$ cat src/rtl/rxemacfilter.sv
// Receive destination-MAC filter for the Ethernet nibble datapath.
// Forwards only packets addressed to us, to broadcast, or optionally to multicast.
module rxemacfilter #(
    parameter bit ACCEPT_MULTICAST = 1'b0
) (
    input  logic        i_clk,
    input  logic        i_reset,
    input  logic        i_ce,
    input  logic        i_en,
    input  logic        i_cancel,
    input  logic [47:0] i_hw_mac,
    input  logic        i_v,
    input  logic [3:0]  i_nibble,
    output logic        o_v,
    output logic [3:0]  o_nibble,
    output logic        o_bcast,
    output logic        o_miss
);

    localparam int DEPTH = 13;

    logic             skip_q, skip_d;
    logic [3:0]       pos_q, pos_d;
    logic             match_q, match_d;
    logic             bcast_q, bcast_d;
    logic             mcast_q, mcast_d;
    logic             dec_len_q, dec_len_d;
    logic             dec_acc_q, dec_acc_d;
    logic             dec_bc_q, dec_bc_d;
    logic [DEPTH-1:0] dlv_q, dlv_d;
    logic [3:0]       dln_q [DEPTH];
    logic [3:0]       dln_d [DEPTH];
    logic             dv_q, dv_d;
    logic             gate_q, gate_d;
    logic             bcg_q, bcg_d;
    logic             ov_q, ov_d;
    logic [3:0]       on_q, on_d;
    logic             ob_q, ob_d;
    logic             om_q, om_d;

    logic       vin;
    logic       first;
    logic [7:0] mac_byte;
    logic [3:0] exp_nib;
    logic       match_n;
    logic       bcast_n;
    logic       mcast_n;
    logic       head;

    // Select the expected header nibble for the current position
    always_comb begin
        mac_byte = i_hw_mac[7:0];
        case (pos_q[3:1])
            3'd0:    mac_byte = i_hw_mac[47:40];
            3'd1:    mac_byte = i_hw_mac[39:32];
            3'd2:    mac_byte = i_hw_mac[31:24];
            3'd3:    mac_byte = i_hw_mac[23:16];
            3'd4:    mac_byte = i_hw_mac[15:8];
            default: mac_byte = i_hw_mac[7:0];
        endcase
        exp_nib = pos_q[0] ? mac_byte[7:4] : mac_byte[3:0];
    end

    // Header tracking, accept decision and delay-line input
    always_comb begin
        vin     = i_v && !skip_q && !i_cancel;
        first   = (pos_q == 4'd0);
        match_n = (first ? 1'b1 : match_q) && (i_nibble == exp_nib);
        bcast_n = (first ? 1'b1 : bcast_q) && (i_nibble == 4'hF);
        mcast_n = first ? i_nibble[0] : mcast_q;

        skip_d    = i_v && (i_cancel || skip_q);
        pos_d     = 4'd0;
        match_d   = match_q;
        bcast_d   = bcast_q;
        mcast_d   = mcast_q;
        dec_len_d = dec_len_q;
        dec_acc_d = dec_acc_q;
        dec_bc_d  = dec_bc_q;

        if (vin) begin
            pos_d = (pos_q == 4'd12) ? 4'd12 : pos_q + 4'd1;
            if (pos_q < 4'd12) begin
                match_d = match_n;
                bcast_d = bcast_n;
                mcast_d = mcast_n;
            end
            if (first) begin
                dec_len_d = 1'b0;
            end
            if (pos_q == 4'd11) begin
                dec_len_d = 1'b1;
                dec_acc_d = !i_en || match_n || bcast_n ||
                            (ACCEPT_MULTICAST && mcast_n);
                dec_bc_d  = bcast_n;
            end
        end

        if (i_cancel) begin
            match_d   = 1'b0;
            bcast_d   = 1'b0;
            mcast_d   = 1'b0;
            dec_len_d = 1'b0;
        end

        dlv_d = i_cancel ? '0 : {dlv_q[DEPTH-2:0], vin};
        dln_d[0] = i_nibble;
        for (int i = 1; i < DEPTH; i++) begin
            dln_d[i] = dln_q[i-1];
        end
    end

    // Output gate: latch the decision as each packet's head leaves the delay line
    always_comb begin
        head   = dlv_q[DEPTH-1] && !dv_q;
        dv_d   = dlv_q[DEPTH-1];
        gate_d = head ? (dec_len_q && dec_acc_q) : (dv_d && gate_q);
        bcg_d  = head ? dec_bc_q : bcg_q;
        ov_d   = dv_d && gate_d;
        ob_d   = ov_d && bcg_d;
        om_d   = head && dec_len_q && !dec_acc_q;
        on_d   = dln_q[DEPTH-1];
        if (i_cancel) begin
            dv_d   = 1'b0;
            gate_d = 1'b0;
            ov_d   = 1'b0;
            ob_d   = 1'b0;
            om_d   = 1'b0;
        end
    end

    // State registers, advanced only on the nibble-rate enable
    always_ff @(posedge i_clk) begin
        if (i_reset) begin
            skip_q    <= 1'b0;
            pos_q     <= 4'd0;
            match_q   <= 1'b0;
            bcast_q   <= 1'b0;
            mcast_q   <= 1'b0;
            dec_len_q <= 1'b0;
            dec_acc_q <= 1'b0;
            dec_bc_q  <= 1'b0;
            dlv_q     <= '0;
            for (int i = 0; i < DEPTH; i++) begin
                dln_q[i] <= 4'd0;
            end
            dv_q      <= 1'b0;
            gate_q    <= 1'b0;
            bcg_q     <= 1'b0;
            ov_q      <= 1'b0;
            on_q      <= 4'd0;
            ob_q      <= 1'b0;
            om_q      <= 1'b0;
        end else if (i_ce) begin
            skip_q    <= skip_d;
            pos_q     <= pos_d;
            match_q   <= match_d;
            bcast_q   <= bcast_d;
            mcast_q   <= mcast_d;
            dec_len_q <= dec_len_d;
            dec_acc_q <= dec_acc_d;
            dec_bc_q  <= dec_bc_d;
            dlv_q     <= dlv_d;
            for (int i = 0; i < DEPTH; i++) begin
                dln_q[i] <= dln_d[i];
            end
            dv_q      <= dv_d;
            gate_q    <= gate_d;
            bcg_q     <= bcg_d;
            ov_q      <= ov_d;
            on_q      <= on_d;
            ob_q      <= ob_d;
            om_q      <= om_d;
        end
    end

    assign o_v      = ov_q;
    assign o_nibble = on_q;
    assign o_bcast  = ob_q;
    assign o_miss   = om_q;

endmodule

$ cat config.mk
export PLATFORM = sky130hd
export DESIGN_NAME = rxemacfilter
export DESIGN_NICKNAME = d
export VERILOG_FILES = /design/src/rtl/rxemacfilter.sv
export SDC_FILE = /design/constraint.sdc
export NUM_CORES = 1
export LEC_CHECK = 0
export CAP_MARGIN = 40
export CORE_MARGIN = 4
export CORE_UTILIZATION = 55
export CTS_BUF_LIST = sky130_fd_sc_hd__clkbuf_8
export DETAILED_ROUTE_END_ITERATION = 7
export PLACE_DENSITY = 0.83
export REMOVE_ABC_BUFFERS = 1
export SLEW_MARGIN = 0
export SYNTH_ARGS = -nofsm -noshare
export SYNTH_HDL_FRONTEND = slang
export SYNTH_SLANG_ARGS = --single-unit
$ cat constraint.sdc
create_clock -name i_clk -period 3.1 [get_ports i_clk]
set_input_delay 0.62 -clock i_clk [delete_from_list [all_inputs] [get_ports i_clk]]
set_output_delay 0.62 -clock i_clk [all_outputs]
set_load 0.005 [all_outputs]
==> results of run 1 <==
metal layers:
metal | vias to the layer above | global-route usage [%]
li1 | 1276 | -
met5 | - | 0
met2 | 91 | 28.4
met1 | 1253 | 22.2
met4 | 0 | 6.89
met3 | 13 | 6.75
synthesized netlist by cell type (2+ instances only):
cell       n
edfxtp_1  52
a22o_1    14
a21oi_1   14
a22oi_1    2
ha_1       2
nor3_1     7
o21ai_0   11
a211oi_1   2
nand2_1   15
nor2_1    23
nor2b_1   17
nand4_1    2
nand3_1    5
mux2i_1   17
a31oi_1    2
clkbuf_1  11
mux2_4     2
a22oi_2    4
nand2b_1   2
buf_2      3
inv_1      5
dfxtp_1   33
nor2_2     2
xor2_1     3
a21o_1     2
and2_1    42
metrics by stage:
stage          cell area, sq um  cells  hold WS (ns)  power [mW]
5_1_grt                    4680    467         0.459        2.41
4_1_cts                    4680    467         0.448        2.35
2_1_floorplan              3640    301         0.423        1.37
3_3_place_gp               4460    451         0.427        1.48
6_report                   4680    467         0.441        2.33
3_5_place_dp               4460    451         0.434        1.49
worst max-delay path by stage:
| stage | start | endpoint | slack, ns | depth (start not counted) |
|---|---|---|---|---|
| final | pos_q[1] | dec_acc_q | 0.70 | 8 |
| after detailed placement | i_hw_mac[20] | match_q | 0.64 | 8 |
| after floorplan | i_ce | dln_q[0][0] | 0.46 | 2 |
| after global placement | i_hw_mac[20] | match_q | 0.76 | 8 |
| after global routing | pos_q[1] | match_q | 0.60 | 8 |
| after CTS | pos_q[1] | dec_acc_q | 0.69 | 8 |
registers in the layout (all words and copies together) (netlist names), 4 cells and up:
name	flops
dlv_q	13
o_nibble	4
dln_q	52
pos_q	4
worst reg2reg max path, stage by stage, from the launching register on:
cell,delay (ns)
dfxtp_1,0.70
buf_4,0.32
mux2_1,0.35
nand2_1,0.09
o31a_1,0.13
o22ai_1,0.11
xor2_1,0.16
nor4_2,0.30
o21ba_1,0.19
area by class of cell:
| cell class | instances | area, sq um | area share [%] |
|---|---|---|---|
| Tap cell | 77 | 96.3 | 2.06 |
| Inverter | 6 | 22.5 | 0.481 |
| Clock buffer | 9 | 124 | 2.65 |
| Sequential cell | 85 | 2220 | 47.5 |
| Clock inverter | 7 | 98.8 | 2.11 |
| Timing Repair Buffer | 73 | 721 | 15.4 |
| Multi-Input combinational cell | 210 | 1390 | 29.8 |
power groups by stage:
stage | Combinational (mW) | Sequential, mW | Clock, mW
after floorplan | 0.0803 | 1.29 | 0
after global placement | 0.194 | 1.29 | 0
after detailed placement | 0.199 | 1.29 | 0
after CTS | 0.201 | 1.26 | 0.884
after global routing | 0.216 | 1.27 | 0.924
final | 0.199 | 1.26 | 0.864
logic make-up (layout without fill, tap and decap cells):
kind of cell	after synthesis	count (layout)	synth area share, %
simple gates	121	121	17.6
flops	85	85	59.5
compound gates	63	63	12.4
buf+inv	24	95	3.12
mux	20	20	5.67
xor+xnor	4	4	0.939
fa+ha+maj	2	2	0.670
==> flow_summary.ini, run 1 <==
[status]
status = finished, final reports clean

[clock_network]
ctsResizeCount = 0
clkTransAtPathRegs_ns = 0.08
cts_buffers = 9
clkLatencyLatePin_ns = 0.36
cts_tree = done
hold_buffers = 0
cts_sinks = 85
cts_setup_buffers = 0
clockBufferDepth = 2
cts_max_level = 3
cts_root_buf = clkbuf_8

[critical_path]
crit_path_max_incr_delay_ns = 0.70
crit_path_start_kind = register
r2r_cells = 8
reg2reg_from = pos_q[1]
worst-path-buf-inv = 1
cpLargestDelayFamily = flip-flops
critical_path_class = reg -> reg
worst_ep_required_time_ns = 3.40
cp_slowest_cell = dfxtp_1
crit_chain = buf_4 -> mux2_1 -> nand2_1 -> o31a_1 -> o22ai_1 -> xor2_1 -> nor4_2 -> o21ba_1
path_max_fanout = 15
r2r_end = dec_acc_q
arrival_ns = 2.69
end_kind = register
reg2reg_setup_slack_ns = 0.70

[floorplan]
start_util_pct = 57.8
die_w_microns = 90.4
dieArea_sq_um = 8170
die_h_microns = 90.4
core_sq_um = 6460
num_io_pins = 65
num_rows = 29

[yosys]
yosys.area.top_type = edfxtp_1
synth_edf_count = 52
ys_warn_count = 0
yosysTopAreaCellShare_pct = 41.8
synth_cells = 319
netlist_top_cells_area = edfxtp_1, dfxtp_1, and2_1
postSynth.asyncResetShare_pct = 0
yosys.cell_types.count = 51
synth_area_sq_um = 3730
ys_ff_latch = 85
synth-main-ff-cell = edfxtp_1
avgSynthCellArea_sq_um = 11.7
ys_seq_area_share_pct = 59.5

[route]
drc_errors = 0
vias = 2633
via_per_inst = 5.64
antenna_left = 0
met3_length_microns = 537
drtPass1Iterations = 4
avgRoutedWirePerCell_microns = 15.4
wl_met1_microns = 3170
wl_microns = 7180
drtIter0Drc = 125
maxUsedRoutingLayer = met4
wl_met2_microns = 3330

[sta]
rsz0062_at_grt = no
max_freq_mhz = 417
skew_ns = 0.00998
setup_tns_ns = 0
final.setup.worst_slack_ns = 0.704
maxSlewViolCount = 0
period_share_pct = 77.3
slew_headroom_pct = 54.7
worstMarginPinSlew_ns = 0.674
fin_crit_ns = 2.40
hold_violations = 0
setup_viol = 0

[cells_and_area]
final_util_pct = 72.4
num-fill-cells = 477
final_cell_mix = clkdlybuf4s50_1, edfxtp_1, and2_1
diodes = 0
syn2layout_area_growth_pct = 25.3
drive_above_1_share_pct = 9.23
final_common_cell = clkdlybuf4s50_1
fin_nets = 445

[global_route]
grt.total_usage_pct = 17.9
grt.overflow.total = 0
grt_pass1_vias = 2577
antenna_found_initial = 0
grt_first_pass_wirelength_microns = 11800
grt_max_degree = 53

[pwr]
combPwrFrac_pct = 8.6
power_density_nw_per_um2 = 497
internal_power_mw = 1.83
switching_share_pct = 21.5
max-vdd-ir-drop_v = 0.000348
pwr-share-seq_pct = 54.3
leakage_nw = 1.80
power_switching_mw = 0.500
power.share.clock_pct = 37.1

[hold_path]
hp-class = reg -> reg
min_to = o_miss
hold_path_startpoint = o_miss
min_path_cells = 2

[placement]
io_buffers = 64
gp_congestion = 0.794
hpwlAfterDp_microns = 4900
pre_cts_ws_ns = 0.637

[flow_run]
cap_violations = 0
Note: power is estimated with default switching activity, not from simulation.
==> run 2, diff against run 1 <==
==> constraint.sdc (replaced) <==
create_clock -name i_clk -period 2.4 [get_ports i_clk]
set_input_delay 0.48 -clock i_clk [delete_from_list [all_inputs] [get_ports i_clk]]
set_output_delay 0.48 -clock i_clk [all_outputs]
set_load 0.005 [all_outputs]
==> run 2 against run 1 <==
  * Fmax increased by 16%
  * Hold slack improved by 0.0048 ns
  * Sequential share of layout area fell by 0.65 points
  * Setup slack got worse by 0.36 ns
  * Combinational power up 32%
  * Count of clock-buffer cells in the layout did not move
  * Flip-flop and latch count did not move
  * Routed wire length fell by 4.7%
  * Clock power is 25% higher
  * Die area is the same
  * Register-to-register slack got worse by 0.36 ns
  * Global-route usage is 0.36 points lower
  * Critical path type unchanged
  * Highest routed layer unchanged
==> flow_summary.ini, run 2 (synthesis results as in run 1) <==
[status]
status = finished, final reports clean

[critical_path]
crit_path_start_kind = register
end_kind = register
worst_ep_required_time_ns = 2.69
r2r_end = match_q
reg2reg_from = pos_q[2]
arrival_ns = 2.35
reg2reg_setup_slack_ns = 0.34
r2r_cells = 7
critical_path_class = reg -> reg
path_max_fanout = 9

[sta]
max_freq_mhz = 485
hold_violations = 0
maxSlewViolCount = 0
setup_viol = 0
period_share_pct = 85.8
worstMarginPinSlew_ns = 0.449
skew_ns = 0.00470
slew_headroom_pct = 69.8
rsz0062_at_grt = no
fin_crit_ns = 2.06

[cells_and_area]
final_common_cell = clkdlybuf4s50_1
final_util_pct = 73.4
drive_above_1_share_pct = 11.1
largest_reg_flops = 52
syn2layout_area_growth_pct = 27.1
fin_nets = 452
fin_area_sq_um = 4740
diodes = 0
final_cell_mix = clkdlybuf4s50_1, edfxtp_1, and2_1
top_regs = dln_q (52), dlv_q (13)
regMostFlops = dln_q

[route]
drtIter0Drc = 162
vias = 2633
avgRoutedWirePerCell_microns = 14.4
drc_errors = 0
wl_microns = 6840
via_per_inst = 5.55
antenna_left = 0
drtPass1Iterations = 4

[global_route]
grt_max_degree = 41
met1_usage_pct = 22.1
grt.overflow.total = 0
antenna_found_initial = 0
grt_pass1_vias = 2656
grt_first_pass_wirelength_microns = 11800
grtUsageMet2_pct = 28.9
use_met3_pct = 5.75
grt-busiest-layer = met2
grt.total_usage_pct = 17.5

[floorplan]
die_h_microns = 90.4
num_io_pins = 65
die_w_microns = 90.4
start_util_pct = 57.8
num_rows = 29
core_sq_um = 6460
dieArea_sq_um = 8170

[pwr]
leakage_nw = 1.84
max-vdd-ir-drop_v = 0.000377
power_density_nw_per_um2 = 628

[hold_path]
min_to = o_v
min_path_cells = 2
hp-class = reg -> reg
hold_path_startpoint = o_v

[clock_network]
cts_root_buf = clkbuf_8
clkTransAtPathRegs_ns = 0.08
hold_buffers = 0
cts_setup_buffers = 0
clockBufferDepth = 2
cts_sinks = 85
cts_max_level = 3
cts_buffers = 9
clkLatencyLatePin_ns = 0.35
ctsResizeCount = 0
cts_tree = done

[placement]
dpl-instance-area_sq_um = 4520
gp_congestion = 0.844
hpwlAfterDp_microns = 5030
io_buffers = 64

[flow_run]
cap_violations = 0
-- run 2: changes by cell type in the layout (fill, tap and decap cells not counted), sizes merged --
cell / previous run / this run
buf: 9 / 16
clkinvlp: 0 / 1
clkinv: 2 / 4
inv: 9 / 6
-- run 2: area by class of cell --
type                            count  area (sq um)
Timing Repair Buffer               80           786
Multi-Input combinational cell    210          1390
Tap cell                           77          96.3
Clock inverter                      7          98.8
Fill cell                         463          1720
Sequential cell                    85          2220
Inverter                            6          22.5
Clock buffer                        9           124
-- run 2: how the worst max path moves through the flow --
stage / startpoint / to / slack (ns) / cells after the start
after floorplan: i_ce / dln_q[0][0] / -0.10 / 2
after global placement: i_hw_mac[20] / match_q / 0.21 / 8
after detailed placement: i_hw_mac[20] / match_q / 0.15 / 8
after CTS: pos_q[2] / match_q / 0.32 / 7
after global routing: pos_q[2] / match_q / 0.18 / 7
final: pos_q[2] / match_q / 0.34 / 7
-- run 2: metrics by stage --
step	hold slack, ns	instances	TNS [ns]	setup slack, ns	total power, mW
finish	0.446	474	0	0.340	2.98
detailed placement	0.435	458	0	0.152	1.93
global placement	0.427	458	0	0.210	1.92
floorplan	0.423	301	-5.36	-0.102	1.77
global route	0.462	474	0	0.183	3.11
CTS	0.449	474	0	0.319	3.01
-- run 2: critical path, cell delays in order, from the launching register on --
cell and delay (ns):
dfxtp_1 0.41, nor2_2 0.38, mux2i_1 0.24, a22oi_1 0.11, a22o_1 0.22, xor2_1 0.15, nor4_2 0.31, a31o_1 0.19
-- run 2: per-layer routing --
layer	part of all wire (%)	routed length [microns]
met5	0	0
met4	1.0	71
met3	7.8	534
met2	46	3160
met1	45	3070
-- run 2: power by group --
| group | leakage, nW | switching, mW | total [mW] | internal (mW) |
|---|---|---|---|---|
| logic | 0.886 | 0.108 | 0.263 | 0.155 |
| clock network | 0.111 | 0.492 | 1.08 | 0.592 |
| registers | 0.841 | 0.0161 | 1.63 | 1.61 |
